File: src/rtl/wb_arb_pkg.sv
// Shared types and defaults for the two-master round-robin Wishbone arbiter.
package wb_arb_pkg;

  typedef enum logic [1:0] {
    IDLE = 2'd0,
    GNT0 = 2'd1,
    GNT1 = 2'd2
  } arb_state_e;

  localparam int unsigned DEFAULT_TIMEOUT = 255;

endpackage

File: src/rtl/wb_arb_timeout_ctr.sv
// Slave-response watchdog: down-counter reloaded on clear, fires a 1-cycle
// pulse on the TIMEOUT_CYCLES-th consecutive stall cycle.
module wb_arb_timeout_ctr
  import wb_arb_pkg::*;
#(
  parameter int unsigned TIMEOUT_CYCLES = DEFAULT_TIMEOUT
) (
  input  logic clk,
  input  logic reset,
  input  logic clr_i,
  input  logic stall_i,
  output logic tmo_o
);

  localparam int unsigned CW = (TIMEOUT_CYCLES > 2) ? $clog2(TIMEOUT_CYCLES) : 1;
  localparam logic [CW-1:0] RELOAD = CW'(TIMEOUT_CYCLES - 1);

  logic [CW-1:0] cnt_q, cnt_d;

  // Terminal count: the counter holds the number of stall cycles still tolerated.
  assign tmo_o = stall_i & (cnt_q == '0);

  always_comb begin
    cnt_d = cnt_q;
    if (clr_i || tmo_o) begin
      cnt_d = RELOAD;
    end else if (stall_i) begin
      cnt_d = cnt_q - 1'b1;
    end
  end

  always_ff @(posedge clk or posedge reset) begin
    if (reset) begin
      cnt_q <= RELOAD;
    end else begin
      cnt_q <= cnt_d;
    end
  end

endmodule

File: src/rtl/wb_rr_arbiter.sv
// Two-master to one-slave Wishbone arbiter, round-robin with bus-hold grant.
// Optional slave-response timeout enabled by defining WB_RR_ARBITER_TIMEOUT_EN.
//
// state | meaning
// IDLE  | no grant, slave outputs held at 0
// GNT0  | m0 (D$/LSU) owns the slave until m0 cyc falls
// GNT1  | m1 (I$) owns the slave until m1 cyc falls
module wb_rr_arbiter
  import wb_arb_pkg::*;
#(
  parameter int unsigned AW             = 32,
  parameter int unsigned DW             = 32,
  parameter int unsigned SW             = DW / 8,
  parameter int unsigned TIMEOUT_CYCLES = DEFAULT_TIMEOUT
) (
  input  logic          clk,
  input  logic          reset,

  input  logic [AW-1:0] m0_wbd_adr_i,
  input  logic [DW-1:0] m0_wbd_dat_i,
  input  logic [SW-1:0] m0_wbd_sel_i,
  input  logic          m0_wbd_we_i,
  input  logic          m0_wbd_cyc_i,
  input  logic          m0_wbd_stb_i,
  output logic [DW-1:0] m0_wbd_dat_o,
  output logic          m0_wbd_ack_o,
  output logic          m0_wbd_err_o,

  input  logic [AW-1:0] m1_wbd_adr_i,
  input  logic [DW-1:0] m1_wbd_dat_i,
  input  logic [SW-1:0] m1_wbd_sel_i,
  input  logic          m1_wbd_we_i,
  input  logic          m1_wbd_cyc_i,
  input  logic          m1_wbd_stb_i,
  output logic [DW-1:0] m1_wbd_dat_o,
  output logic          m1_wbd_ack_o,
  output logic          m1_wbd_err_o,

  output logic [AW-1:0] s_wbd_adr_o,
  output logic [DW-1:0] s_wbd_dat_o,
  output logic [SW-1:0] s_wbd_sel_o,
  output logic          s_wbd_we_o,
  output logic          s_wbd_cyc_o,
  output logic          s_wbd_stb_o,
  input  logic [DW-1:0] s_wbd_dat_i,
  input  logic          s_wbd_ack_i,
  input  logic          s_wbd_err_i,

  output logic [1:0]    gnt_o
);

  arb_state_e state_q, state_d;
  logic       last_q, last_d;
  logic       sel_cyc, sel_stb;
  logic       tmo;

  always_ff @(posedge clk or posedge reset) begin
    if (reset) begin
      state_q <= IDLE;
      last_q  <= 1'b1;
    end else begin
      state_q <= state_d;
      last_q  <= last_d;
    end
  end

  always_comb begin
    state_d = state_q;
    last_d  = last_q;
    case (state_q)
      IDLE: begin
        if (m0_wbd_cyc_i && m1_wbd_cyc_i) begin
          state_d = last_q ? GNT0 : GNT1;
        end else if (m0_wbd_cyc_i) begin
          state_d = GNT0;
        end else if (m1_wbd_cyc_i) begin
          state_d = GNT1;
        end
      end
      GNT0: begin
        if (!m0_wbd_cyc_i) begin
          last_d  = 1'b0;
          state_d = m1_wbd_cyc_i ? GNT1 : IDLE;
        end
      end
      GNT1: begin
        if (!m1_wbd_cyc_i) begin
          last_d  = 1'b1;
          state_d = m0_wbd_cyc_i ? GNT0 : IDLE;
        end
      end
      default: begin
        state_d = IDLE;
      end
    endcase
  end

  assign gnt_o = {state_q == GNT1, state_q == GNT0};

  // Slave side follows the registered grant, so a switch cycle still shows the old master.
  always_comb begin
    s_wbd_adr_o = '0;
    s_wbd_dat_o = '0;
    s_wbd_sel_o = '0;
    s_wbd_we_o  = 1'b0;
    sel_cyc     = 1'b0;
    sel_stb     = 1'b0;
    case (state_q)
      GNT0: begin
        s_wbd_adr_o = m0_wbd_adr_i;
        s_wbd_dat_o = m0_wbd_dat_i;
        s_wbd_sel_o = m0_wbd_sel_i;
        s_wbd_we_o  = m0_wbd_we_i;
        sel_cyc     = m0_wbd_cyc_i;
        sel_stb     = m0_wbd_stb_i;
      end
      GNT1: begin
        s_wbd_adr_o = m1_wbd_adr_i;
        s_wbd_dat_o = m1_wbd_dat_i;
        s_wbd_sel_o = m1_wbd_sel_i;
        s_wbd_we_o  = m1_wbd_we_i;
        sel_cyc     = m1_wbd_cyc_i;
        sel_stb     = m1_wbd_stb_i;
      end
      default: begin
      end
    endcase
  end

  assign s_wbd_cyc_o = sel_cyc & ~tmo;
  assign s_wbd_stb_o = sel_stb & ~tmo;

  assign m0_wbd_dat_o = s_wbd_dat_i;
  assign m1_wbd_dat_o = s_wbd_dat_i;
  assign m0_wbd_ack_o = s_wbd_ack_i & gnt_o[0] & m0_wbd_stb_i;
  assign m1_wbd_ack_o = s_wbd_ack_i & gnt_o[1] & m1_wbd_stb_i;
  assign m0_wbd_err_o = (s_wbd_err_i | tmo) & gnt_o[0] & m0_wbd_stb_i;
  assign m1_wbd_err_o = (s_wbd_err_i | tmo) & gnt_o[1] & m1_wbd_stb_i;

`ifdef WB_RR_ARBITER_TIMEOUT_EN
  logic tmo_stall, tmo_clr;

  assign tmo_stall = (state_q != IDLE) & sel_stb & ~s_wbd_ack_i & ~s_wbd_err_i;
  assign tmo_clr   = (state_q == IDLE) | (state_d != state_q) | s_wbd_ack_i | s_wbd_err_i;

  wb_arb_timeout_ctr #(
    .TIMEOUT_CYCLES(TIMEOUT_CYCLES)
  ) u_timeout (
    .clk    (clk),
    .reset  (reset),
    .clr_i  (tmo_clr),
    .stall_i(tmo_stall),
    .tmo_o  (tmo)
  );
`else
  logic [31:0] unused_tmo_cfg;

  assign unused_tmo_cfg = 32'(TIMEOUT_CYCLES);
  assign tmo            = 1'b0;
`endif

endmodule
File: config.mk
export PLATFORM = sky130hd
export DESIGN_NAME = wb_rr_arbiter
export DESIGN_NICKNAME = d
export VERILOG_FILES = /design/src/rtl/wb_arb_pkg.sv /design/src/rtl/wb_arb_timeout_ctr.sv /design/src/rtl/wb_rr_arbiter.sv
export SDC_FILE = /design/constraint.sdc
export NUM_CORES = 1
export LEC_CHECK = 0
export CORE_AREA = 4 4 122 124
export CTS_BUF_LIST = sky130_fd_sc_hd__clkbuf_16
export CTS_CLUSTER_DIAMETER = 50
export CTS_CLUSTER_SIZE = 14
export DETAILED_ROUTE_END_ITERATION = 8
export DIE_AREA = 0 0 126 128
export GPL_TIMING_DRIVEN = 1
export PLACE_DENSITY = 0.59
export SYNTH_ARGS = -nofsm -noshare
export SYNTH_HDL_FRONTEND = slang
export SYNTH_SLANG_ARGS = --single-unit
File: constraint.sdc
create_clock -name clk -period 2.2 [get_ports clk]
set_input_delay 0.44 -clock clk [delete_from_list [all_inputs] [get_ports clk]]
set_output_delay 0.44 -clock clk [all_outputs]
set_load 0.005 [all_outputs]
Word-level counts from Yosys, hierarchy flattened
Index checks and enable logic that the tools add are counted.
Widths: inputs -> output; s select.
{ "word_totals": {"reg_bits": 3, "input_bits": 178, "output_inout_bits": 141, "elab_cells": 38} }
{ "op_classes": {"n_eq_ne": 5, "mux": 18, "bitwise": 8, "n_reduce_logical": 5} }
{ "ops": {"columns": ["operator", "n"], "rows": [
  ["$pmux 32 s2", 2],
  ["$mux 2", 7],
  ["$and 1x1->1", 8],
  ["$pmux 1 s2", 4],
  ["$pmux 4 s2", 1],
  ["$pmux 2 s3", 1],
  ["$reduce_and 3->1", 2],
  ["$ne 2x2->1 const B", 2],
  ["$ne 4x4->1 const B", 1],
  ["$mux 1", 3],
  ["$eq 2x1->1 const B", 1],
  ["$eq 2x2->1 const B", 1],
  ["$logic_not 2->1", 1],
  ["$reduce_bool 2->1", 1],
  ["$logic_and 1x1->1", 1]
]} }

Longest topological paths before layout
{ "logic_depth": {"depth_word": 4, "depth_mapped": 6} }

Worst setup path after synthesis
No wires, ideal clock.
{ "synth_timing": {"kind": "flip-flop to output port", "from": "register state_q[0]", "to": "output port s_wbd_adr_o[0]", "arrival_time_ns": 1.398, "t_required_ns": 1.760, "setup_slack_ns": 0.362, "stages_incl_launch_ff": 7, "n_path_buf": 2, "cell_sequence": "dfrtp_1 -> inv_1 -> ha_1 -> clkbuf_1 -> clkbuf_1 -> a22oi_1 -> nor2b_1"} }
{ "synth_between": {"elab_chain_cells": 2, "elab_cells_between_ends": 3} }
{ "synth_rtl": {"columns": ["element", "line_no", "source"], "rows": [
  ["start: declaration", "wb_rr_arbiter.sv:52", "arb_state_e state_q, state_d;"],
  ["start signal: assignment", "wb_rr_arbiter.sv:62", "state_q <= state_d;"],
  ["$eq 2x2->1 or $eq 2x1->1 (tied branches)", "wb_rr_arbiter.sv:108", "case (state_q)"],
  ["$pmux 32 s2 (*)", "wb_rr_arbiter.sv:108", null],
  ["end: declaration", "wb_rr_arbiter.sv:39", "output logic [AW-1:0] s_wbd_adr_o,"]
]} }
Mark *: on every way between the ends. The rest lies on a longest branch, timed or not.

Final worst setup path
{ "layout_timing": {"from": "register state_q[0]", "to": "output port s_wbd_dat_o[5]"} }
{ "layout_between": {"elab_chain_cells": 2, "elab_cells_between_ends": 3} }
{ "layout_rtl": {"columns": ["element", "line_no", "source"], "rows": [
  ["$eq 2x2->1 or $eq 2x1->1 (tied branches)", "wb_rr_arbiter.sv:108", null],
  ["$pmux 32 s2 (*)", "wb_rr_arbiter.sv:108", null],
  ["end: declaration", "wb_rr_arbiter.sv:40", "output logic [DW-1:0] s_wbd_dat_o,"]
]} }
Marks and branches as above.

==> flow_summary.json <==
{
  "violations": "setup timing",
  "rsz0062_at_grt": "yes",
  "busiest_layer": "met2",
  "antenna_found_initial": 1,
  "start_util_pct": 13.53,
  "fin_crit_ns": 2.213,
  "final_common_cell": "clkdlybuf4s50_1",
  "reg2regPathDepth": 7,
  "synth_cell_types": 25,
  "synth-xor-area-share_pct": 0,
  "fmaxAchievable_mhz": 452.0,
  "grt_pass1_wl_um": 16550,
  "period_share_pct": 100.6,
  "place_area_um2": 3939,
  "synth.area.mux_share_pct": 0.8059,
  "grt_pass1_vias": 2878,
  "total_power_uw": 4848,
  "dp.cells": 595,
  "first_pass_iters": 4,
  "crit_path_max_fanout": 11,
  "p_leak_uw": 0.001930,
  "tritoncts": "done",
  "peakVddDrop_v": 0.0003854,
  "syn_avg_cell_area_um2": 7.084,
  "hold_viol": 0,
  "cts.sink_count": 3,
  "viasPerCell": 4.292,
  "use_met3_pct": 4.125,
  "synth_adder_area_share_pct": 4.030,
  "netlist_area_um2": 1863,
  "synth_top_family_by_area": "buffers and inverters",
  "dpl.hpwl_um": 8682,
  "htreeDepth": 1,
  "seqCellArea_um2": 76.32,
  "gp_congestion": 0.8859,
  "num_rows": 43,
  "pre_cts_slack_ns": -0.07309,
  "final_area_um2": 4511,
  "synth_simple_gate_area_share_pct": 27.47,
  "drtIter0Drc": 78,
  "numCtsBuffers": 3,
  "insertion_delay_ns": 0.22,
  "fin_ws_ns": -0.01263,
  "crit_chain": "buf_6 -> ha_4 -> buf_4 -> clkbuf_16 -> a22oi_1 -> nor2b_1 -> dlygate4sd2_1",
  "drc": 0,
  "stdcell_count": 624,
  "ys_seq_area_share_pct": 4.097,
  "synth-seq-cells": 3,
  "cp.arrival_ns": 1.77,
  "maxSlewHeadroom_pct": 81.03,
  "drive_gt1_share_pct": 27.54,
  "overflow": 0,
  "cp_num_buf_inv": 4,
  "wl_per_cell_um": 19.34,
  "setup_viol": 4,
  "startpoint_type": "flip-flop",
  "synth_fp_nets": 447,
  "coreArea_um2": 13770,
  "met2_usage_pct": 25.82,
  "synth_compound_area_share_pct": 31.63,
  "worstMarginPinSlew_ns": 0.2839,
  "reg2reg_from": "state_q[0]",
  "hold_path.class": "in -> async",
  "r2r_slack_ns": 0.33,
  "grt_max_degree": 23,
  "crit_type": "reg -> out",
  "crit_required_ns": 1.76,
  "skew_ns": 0.001778,
  "area_growth_pct": 142.1,
  "port_buffers": 222,
  "mostFrequentLayoutCells": "clkdlybuf4s50_1 (147), nor2b_1 (55), a22oi_1 (41)",
  "drt_wl_total_um": 12070,
  "fillers": 1451,
  "finalNetCount": 628,
  "die_h_um": 128,
  "status": "complete, but fails checks",
  "path_clk_slew_ns": 0.03,
  "slowest_stage": "dfrtp_1",
  "slowest_delay_ns": 0.39,
  "dieArea_um2": 16130,
  "cap_violations": 0,
  "grt_use_total_pct": 13.17,
  "cts_root_buf": "clkbuf_16",
  "reg2reg_to": "state_q[1]",
  "drt.antenna.violating_nets": 0,
  "cts_buffer_depth": 2,
  "die_w_um": 126,
  "power_density_nw_per_um2": 1075,
  "crit_path_end_kind": "output pin",
  "io_pins": 319,
  "multi_input_comb_area_um2": 1434,
  "yosysWarnings": 0,
  "tns_ns": -0.04034,
  "postSynthCellCount": 263,
  "hold_buffers": 0,
  "vias": 2678,
  "gr-usage-met1_pct": 13.21,
  "crit_family": "buffers and inverters",
  "slew_viol_final": 0
}
[report_power, final]
group,switching (uW),internal (uW),leakage (uW),total (uW)
clock,48.5,234,0.0000423,283
combinational,1840,2620,0.00185,4450
sequential,23.3,88.0,0.0000359,111
total,1910,2940,0.00193,4850
[worst max-delay path by stage]
stage               start         endpoint  slack, ns  cells after the start
2_1_floorplan  state_q[0]   s_wbd_adr_o[0]       0.36                      6
3_3_place_gp   state_q[0]  s_wbd_dat_o[30]      -0.04                      6
3_5_place_dp   state_q[0]  s_wbd_dat_o[30]      -0.07                      6
4_1_cts        state_q[0]  s_wbd_dat_o[29]      -0.18                      6
5_1_grt        state_q[0]   s_wbd_dat_o[5]      -0.09                      7
6_report       state_q[0]   s_wbd_dat_o[5]      -0.01                      7
[registers in the layout, indices dropped and copies added, names as in the netlist]
name / flops
last_q: 1
state_q: 2
[cells by family (layout without fill, tap and decap cells)]
family | Yosys count | in the layout
buf+inv | 93 | 273
simple gates | 81 | 81
other cells | 0 | 1
compound gates | 79 | 79
flops | 3 | 3
mux | 1 | 1
fa+ha+maj | 6 | 6
[cell usage after synthesis, drive strengths merged]
cell type	count	share of area, %
buf	71	28
a22oi	70	28
nor2b	70	24
clkbuf	17	3.4
ha	6	4.0
inv	5	1.0
and3	4	1.3
o21ai	3	0.81
a21oi	2	0.54
dfrtp	2	2.7
a21boi	1	0.40
a22o	1	0.47
a31oi	1	0.34
and2	1	0.40
dfstp	1	1.4
mux2	1	0.81
nand2	1	0.20
nand2b	1	0.34
nand3b	1	0.40
nor3b	1	0.40
o41ai	1	0.87
or2	1	0.47
or2b	1	0.40
[layout make-up]
cell class | instances | area share [%]
clock inverter | 1 | 0.08322
antenna | 1 | 0.05548
clock buffer | 3 | 1.664
sequential | 3 | 1.692
timing repair buffer | 264 | 59.31
inverter | 5 | 0.4161
multi-input combinational | 167 | 31.79
tap | 180 | 4.993
[through the flow]
step	hold slack, ns	util [%]
6_report	0.3821	32.75
5_1_grt	0.4125	32.75
4_1_cts	0.3842	31.17
3_5_place_dp	0.5337	28.60
3_3_place_gp	0.5115	28.60
2_1_floorplan	0.1929	-
[per-layer routing]
layer / vias up / routed length, um
met5: - / 0
met1: 1235 / 4208
met3: 27 / 1147
met2: 194 / 6388
li1: 1222 / -
met4: 0 / 327
[worst reg2reg max path, stage by stage (launching register included)]
cell and delay [ns]:
dfrtp_1 0.39, buf_6 0.13, buf_4 0.13, ha_1 0.20, a22o_1 0.19, buf_4 0.13
or2_4 0.25, mux2_4 0.30
[timing repair]
action,4_1_cts,5_1_grt
resized for setup,113,95
buffers inserted,7,11
pin swaps,2,7
gates cloned,6,2
setup endpoints to repair,76,47
No activity file was read; power rests on OpenSTA's default activity.
